**config.mk**
```make
export PLATFORM = sky130hd
export DESIGN_NAME = fetch_ctrl
export DESIGN_NICKNAME = d
export VERILOG_FILES = /design/src/rtl/riscv_pkg.sv /design/src/rtl/fetch_buf.sv /design/src/rtl/fetch_ctrl.sv
export SDC_FILE = /design/constraint.sdc
export NUM_CORES = 1
export LEC_CHECK = 0
export ABC_AREA = 0
export BUFFER_PORTS_ARGS = -buffer_cell sky130_fd_sc_hd__buf_2
export CORE_MARGIN = 5
export CORE_UTILIZATION = 33
export DETAILED_ROUTE_END_ITERATION = 10
export GPL_ROUTABILITY_DRIVEN = 1
export MAX_ROUTING_LAYER = met4
export SYNTH_ARGS = -nofsm -noshare
export SYNTH_HDL_FRONTEND = slang
export SYNTH_SLANG_ARGS = --single-unit
```
**constraint.sdc**
```tcl
create_clock -name clock -period 3 [get_ports clock]
set_clock_uncertainty 0.15 [all_clocks]
set_input_delay 0.75 -clock clock [delete_from_list [all_inputs] [get_ports clock]]
set_output_delay 0.75 -clock clock [all_outputs]
set_load 0.02 [all_outputs]
```
**src/rtl/riscv_pkg.sv**
```systemverilog
// Shared definitions for the fetch sequencer: FSM state encoding and progc select codes.
package riscv_pkg;

    typedef enum logic [1:0] {
        IDLE,
        REQ,
        VALID,
        SQUASH
    } fetch_state_t;

    localparam logic [1:0] PCSEL_SEQ = 2'b00;
    localparam logic [1:0] PCSEL_ABS = 2'b01;

endpackage

```
**src/rtl/fetch_buf.sv**
```systemverilog
// One-entry instruction buffer holding a fetched word and its PC while decode stalls.
module fetch_buf #(
    parameter int unsigned PCLEN = 32,
    parameter int unsigned ILEN  = 32
) (
    input  logic             clock,
    input  logic             reset,
    input  logic             load,
    input  logic             clear,
    input  logic [ILEN-1:0]  load_instr,
    input  logic [PCLEN-1:0] load_pc,
    output logic [ILEN-1:0]  instr,
    output logic [PCLEN-1:0] pc
);

    always_ff @(posedge clock or negedge reset) begin
        if (!reset) begin
            instr <= '0;
            pc    <= '0;
        end else if (clear) begin
            instr <= '0;
            pc    <= '0;
        end else if (load) begin
            instr <= load_instr;
            pc    <= load_pc;
        end
    end

endmodule

```
**src/rtl/fetch_ctrl.sv**
```systemverilog
// Fetch sequencer: issues imem requests at the current PC, steers progc, buffers one
// instruction for decode back-pressure and squashes in-flight fetches on execute redirects.
module fetch_ctrl
    import riscv_pkg::*;
#(
    parameter int unsigned PCLEN = 32,
    parameter int unsigned ILEN  = 32
) (
    input  logic             clock,
    input  logic             reset,
    input  logic [PCLEN-1:0] pc_in,
    output logic             pc_en,
    output logic [1:0]       pcsel,
    output logic [PCLEN-1:0] targaddr,
    output logic             imem_req,
    output logic [PCLEN-1:0] imem_addr,
    input  logic             imem_ack,
    input  logic [ILEN-1:0]  imem_rdata,
    output logic             if_valid,
    output logic [ILEN-1:0]  if_instr,
    output logic [PCLEN-1:0] if_pc,
    input  logic             id_ready,
    input  logic             ex_redirect,
    input  logic [PCLEN-1:0] ex_target,
    output logic             flush
);

    fetch_state_t     state;
    logic [PCLEN-1:0] pend_target;

    logic             buf_load;
    logic             buf_clear;
    logic [ILEN-1:0]  buf_instr;
    logic [PCLEN-1:0] buf_pc;

    fetch_buf #(
        .PCLEN (PCLEN),
        .ILEN  (ILEN)
    ) u_fetch_buf (
        .clock      (clock),
        .reset      (reset),
        .load       (buf_load),
        .clear      (buf_clear),
        .load_instr (imem_rdata),
        .load_pc    (pc_in),
        .instr      (buf_instr),
        .pc         (buf_pc)
    );

    always_ff @(posedge clock or negedge reset) begin
        if (!reset) begin
            state       <= IDLE;
            pend_target <= '0;
        end else begin
            unique case (state)
                IDLE: state <= REQ;
                REQ: begin
                    if (ex_redirect && !imem_ack) begin
                        // Request cannot be withdrawn; remember where to go once it drains.
                        pend_target <= ex_target;
                        state       <= SQUASH;
                    end else if (imem_ack && !ex_redirect && !id_ready) begin
                        state <= VALID;
                    end
                end
                VALID: begin
                    if (ex_redirect || id_ready) begin
                        state <= REQ;
                    end
                end
                SQUASH: begin
                    if (imem_ack) begin
                        state <= REQ;
                    end else if (ex_redirect) begin
                        pend_target <= ex_target;
                    end
                end
                default: state <= IDLE;
            endcase
        end
    end

    always_comb begin
        pc_en     = 1'b0;
        pcsel     = PCSEL_SEQ;
        targaddr  = '0;
        imem_req  = 1'b0;
        imem_addr = '0;
        if_valid  = 1'b0;
        if_instr  = '0;
        if_pc     = '0;
        flush     = 1'b0;
        buf_load  = 1'b0;
        buf_clear = 1'b0;

        unique case (state)
            IDLE: ;
            REQ: begin
                imem_req  = 1'b1;
                imem_addr = pc_in;
                if (ex_redirect) begin
                    flush = 1'b1;
                    if (imem_ack) begin
                        pc_en    = 1'b1;
                        pcsel    = PCSEL_ABS;
                        targaddr = ex_target;
                    end
                end else if (imem_ack) begin
                    pc_en = 1'b1;
                    if (id_ready) begin
                        if_valid = 1'b1;
                        if_instr = imem_rdata;
                        if_pc    = pc_in;
                    end else begin
                        buf_load = 1'b1;
                    end
                end
            end
            VALID: begin
                if (ex_redirect) begin
                    buf_clear = 1'b1;
                    pc_en     = 1'b1;
                    pcsel     = PCSEL_ABS;
                    targaddr  = ex_target;
                    flush     = 1'b1;
                end else begin
                    if_valid = 1'b1;
                    if_instr = buf_instr;
                    if_pc    = buf_pc;
                end
            end
            SQUASH: begin
                imem_req  = 1'b1;
                imem_addr = pc_in;
                flush     = ex_redirect;
                if (imem_ack) begin
                    pc_en    = 1'b1;
                    pcsel    = PCSEL_ABS;
                    // A redirect arriving with the ack is newer than the pending one.
                    targaddr = ex_redirect ? ex_target : pend_target;
                end
            end
            default: ;
        endcase
    end

endmodule

```
==> results_dict.tcl <==
set metrics [dict create \
    synth_top_family_by_area "compound AO/OA/AOI/OAI gates" \
    yosysMostFrequentCell "nand2_1" \
    critPathSlowestCell "dfrtp_2" \
    yosys_most_used_dff "dfrtp_1" \
    grt_usage_pct 16.19 \
    synth_area_leaders "dfrtp_1, a22o_1, nand2_1" \
    synth-compound-area-share_pct 23.24 \
    netlist_area_um2 5361 \
    synth-xor-area-share_pct 0 \
    core_um2 15890 \
    ir_drop_uv 439.4 \
    die_width_um 137.5 \
    start_kind "flip-flop" \
    drive_gt1_share_pct 42.09 \
    layout_setup_ws_ns 0.05730 \
    worst-path-buf-inv 4 \
    place_ws_ns 0.1330 \
    synth_warnings 0 \
    synth-async-reset-ratio_pct 100.0 \
    slew_headroom_pct 34.86 \
    worstPathMaxFanout 12 \
    muxShareOfSynthArea_pct 9.008 \
    vias_per_cell 4.916 \
    first_pass_iters 4 \
    overflow 0 \
    grt_pass1_wl_mm 24.05 \
    chipHeight_um 137.5 \
    synth_seq_area_share_pct 45.74 \
    drc 0 \
    syn_nets 650 \
    drt_wl_total_mm 15.90 \
    grt_setup_unrepaired "false" \
    dp.cells 958 \
    ios 235 \
    worstSetupEndpointType "output pin" \
    cellLeakagePower_nw 3.656 \
    avgRoutedWirePerCell_um 16.19 \
    required_ns 2.10 \
    start_util_pct 33.75 \
    ys_ff_latch 98 \
    clk_latency_ns 0.34 \
    tritoncts "done" \
    crit_family "buffers and inverters" \
    hold_viol_final 0 \
    worst_pin_slew_ns 0.9772 \
    rows 46 \
    slowest_delay_ns 0.45 \
    power_density_nw_per_um2 845.6 \
    finalCritPeriodShare_pct 98.09 \
    stdcell_count 982 \
    synth_top_area_share_pct 45.74 \
    max_freq_ghz 0.3398 \
    syn_to_final_growth_pct 34.84 \
    cts_root_buffer "clkbuf_16" \
    nNetsFinal 867 \
    worstPathArrival_ns 2.04 \
    dpl.hpwl_mm 11.13 \
    setup_viol 0 \
    cts_buffers 9 \
    yosysUniqueCellTypes 41 \
    fin_crit_ns 2.943 \
    cts-hold-fix-buffers 0 \
    setup-tns-final_ns 0 \
    via_count 4828 \
    syn_avg_cell_area_um2 9.856 \
    cts_buffer_depth 2 \
    synth_common_cells "nand2_1, dfrtp_1, a22o_1" \
    numClockSinks 98 \
    die-area_um2 18900 \
    worstSetupPathType "reg2out" \
    grt_pass1_vias 4949 \
    cp_cell_sequence "inv_2 -> ha_2 -> nand2b_4 -> nor2_4 -> buf_4 -> clkbuf_16 -> a22o_1 -> buf_2" \
    clk_pin_slew_ns 0.07 \
    gp_congestion 0.7947 \
    hold_path_class "in2async" \
    final_max_slew_viol_count 0 \
    synth_edf_count 0 \
    synth_simple_gate_area_share_pct 15.12 \
    port_buffers 233 \
    status "completed" \
    drt-initial-drc-count 178 \
    synth_adder_area_share_pct 1.167 \
    synthCells 544 \
    grt_max_degree 65 \
    ant_nets 0 \
    h-tree-depth 3 \
    antenna_found_initial 1 \
    yosysTopAreaCell "dfrtp_1" \
    drv_cap 0 \
]
[logic make-up after synthesis]
| kind of cell | after synthesis |
|---|---|
| muxes | 33 |
| buffers and inverters | 55 |
| other | 1 |
| AOI/OAI and AO/OA | 172 |
| DFF | 98 |
| adders and majority gates | 5 |
| and+or+nand+nor | 180 |
[stage by stage]
stage                     util (%)  total power [mW]  cell area (um2)  hold WS (ns)
after detailed placement     42.77             4.841             6794        0.3461
after global placement       42.77             4.754             6794        0.3406
final                        45.51             6.113             7229        0.2055
after global routing         45.51             6.520             7229        0.2263
after CTS                    44.88             6.106             7129        0.2033
after floorplan                  -             4.020             5365        0.3044
[path summary, 6_finish.rpt]
kind	slack, ns	from	end	cells after the start
max	0.06	state[0]$_DFFE_PN0P_	if_pc[4]	8
min	0.21	reset	u_fetch_buf.pc[24]$_DFFE_PN0P_	1
max reg2reg	0.75	state[1]$_DFFE_PN0P_	u_fetch_buf.instr[7]$_DFFE_PN0P_	6
min reg2reg	0.36	pend_target[31]$_DFFE_PN0P_	pend_target[31]$_DFFE_PN0P_	1
max in group asynchronous	1.85	reset	state[0]$_DFFE_PN0P_	2
min in group clock	0.36	pend_target[31]$_DFFE_PN0P_	pend_target[31]$_DFFE_PN0P_	1
[layer usage]
layer,vias up,track usage (%),wire length [um]
met4,0,3.991,186
met2,197,26.84,7487
li1,2341,-,-
met5,-,-,0
met3,13,4.237,1480
met1,2277,19.74,6745
[placed cells by master (no fill, tap or decap), types with 2 or more instances in the layout]
cell type and instances:
a21oi_1 67, a22o_1 93, and2_1 31, and2_2 2, buf_12 10, buf_2 231, buf_4 12, bufinv_16 2
clkbuf_16 11, clkinvlp_4 2, dfrtp_1 97, ha_1 2, ha_2 2, inv_1 4, inv_2 2, mux2_2 2
mux2_4 30, nand2_1 132, nor2_4 2, o211ai_1 2
[repair_timing]
item | CTS | global route
gates resized for setup | 5 | 6
setup buffers | 1 | 5
endpoints found under the setup margin | 95 | 73
pin swaps | 0 | 2
gates cloned | 0 | 2
[where the power goes]
part           switching [mW]  internal [mW]  total (mW)
clock                   0.487          0.725        1.21
sequential              0.352           1.93        2.28
combinational            1.40           1.22        2.62
[area by class of cell]
cell class,instances,area (um2)
clock buffer,10,229.0
sequential,98,2454
antenna,1,2.502
tap,216,270.3
fill,1521,8656
timing repair buffer,255,1496
clock inverter,5,80.08
multi-input combinational,391,2675
inverter,6,22.52
[flip-flops by register name (all words and copies together), names as in the netlist]
register,count
pend_target,32
u_fetch_buf.pc,32
state,2
u_fetch_buf.instr,32
(Power assumes the default switching activity.)
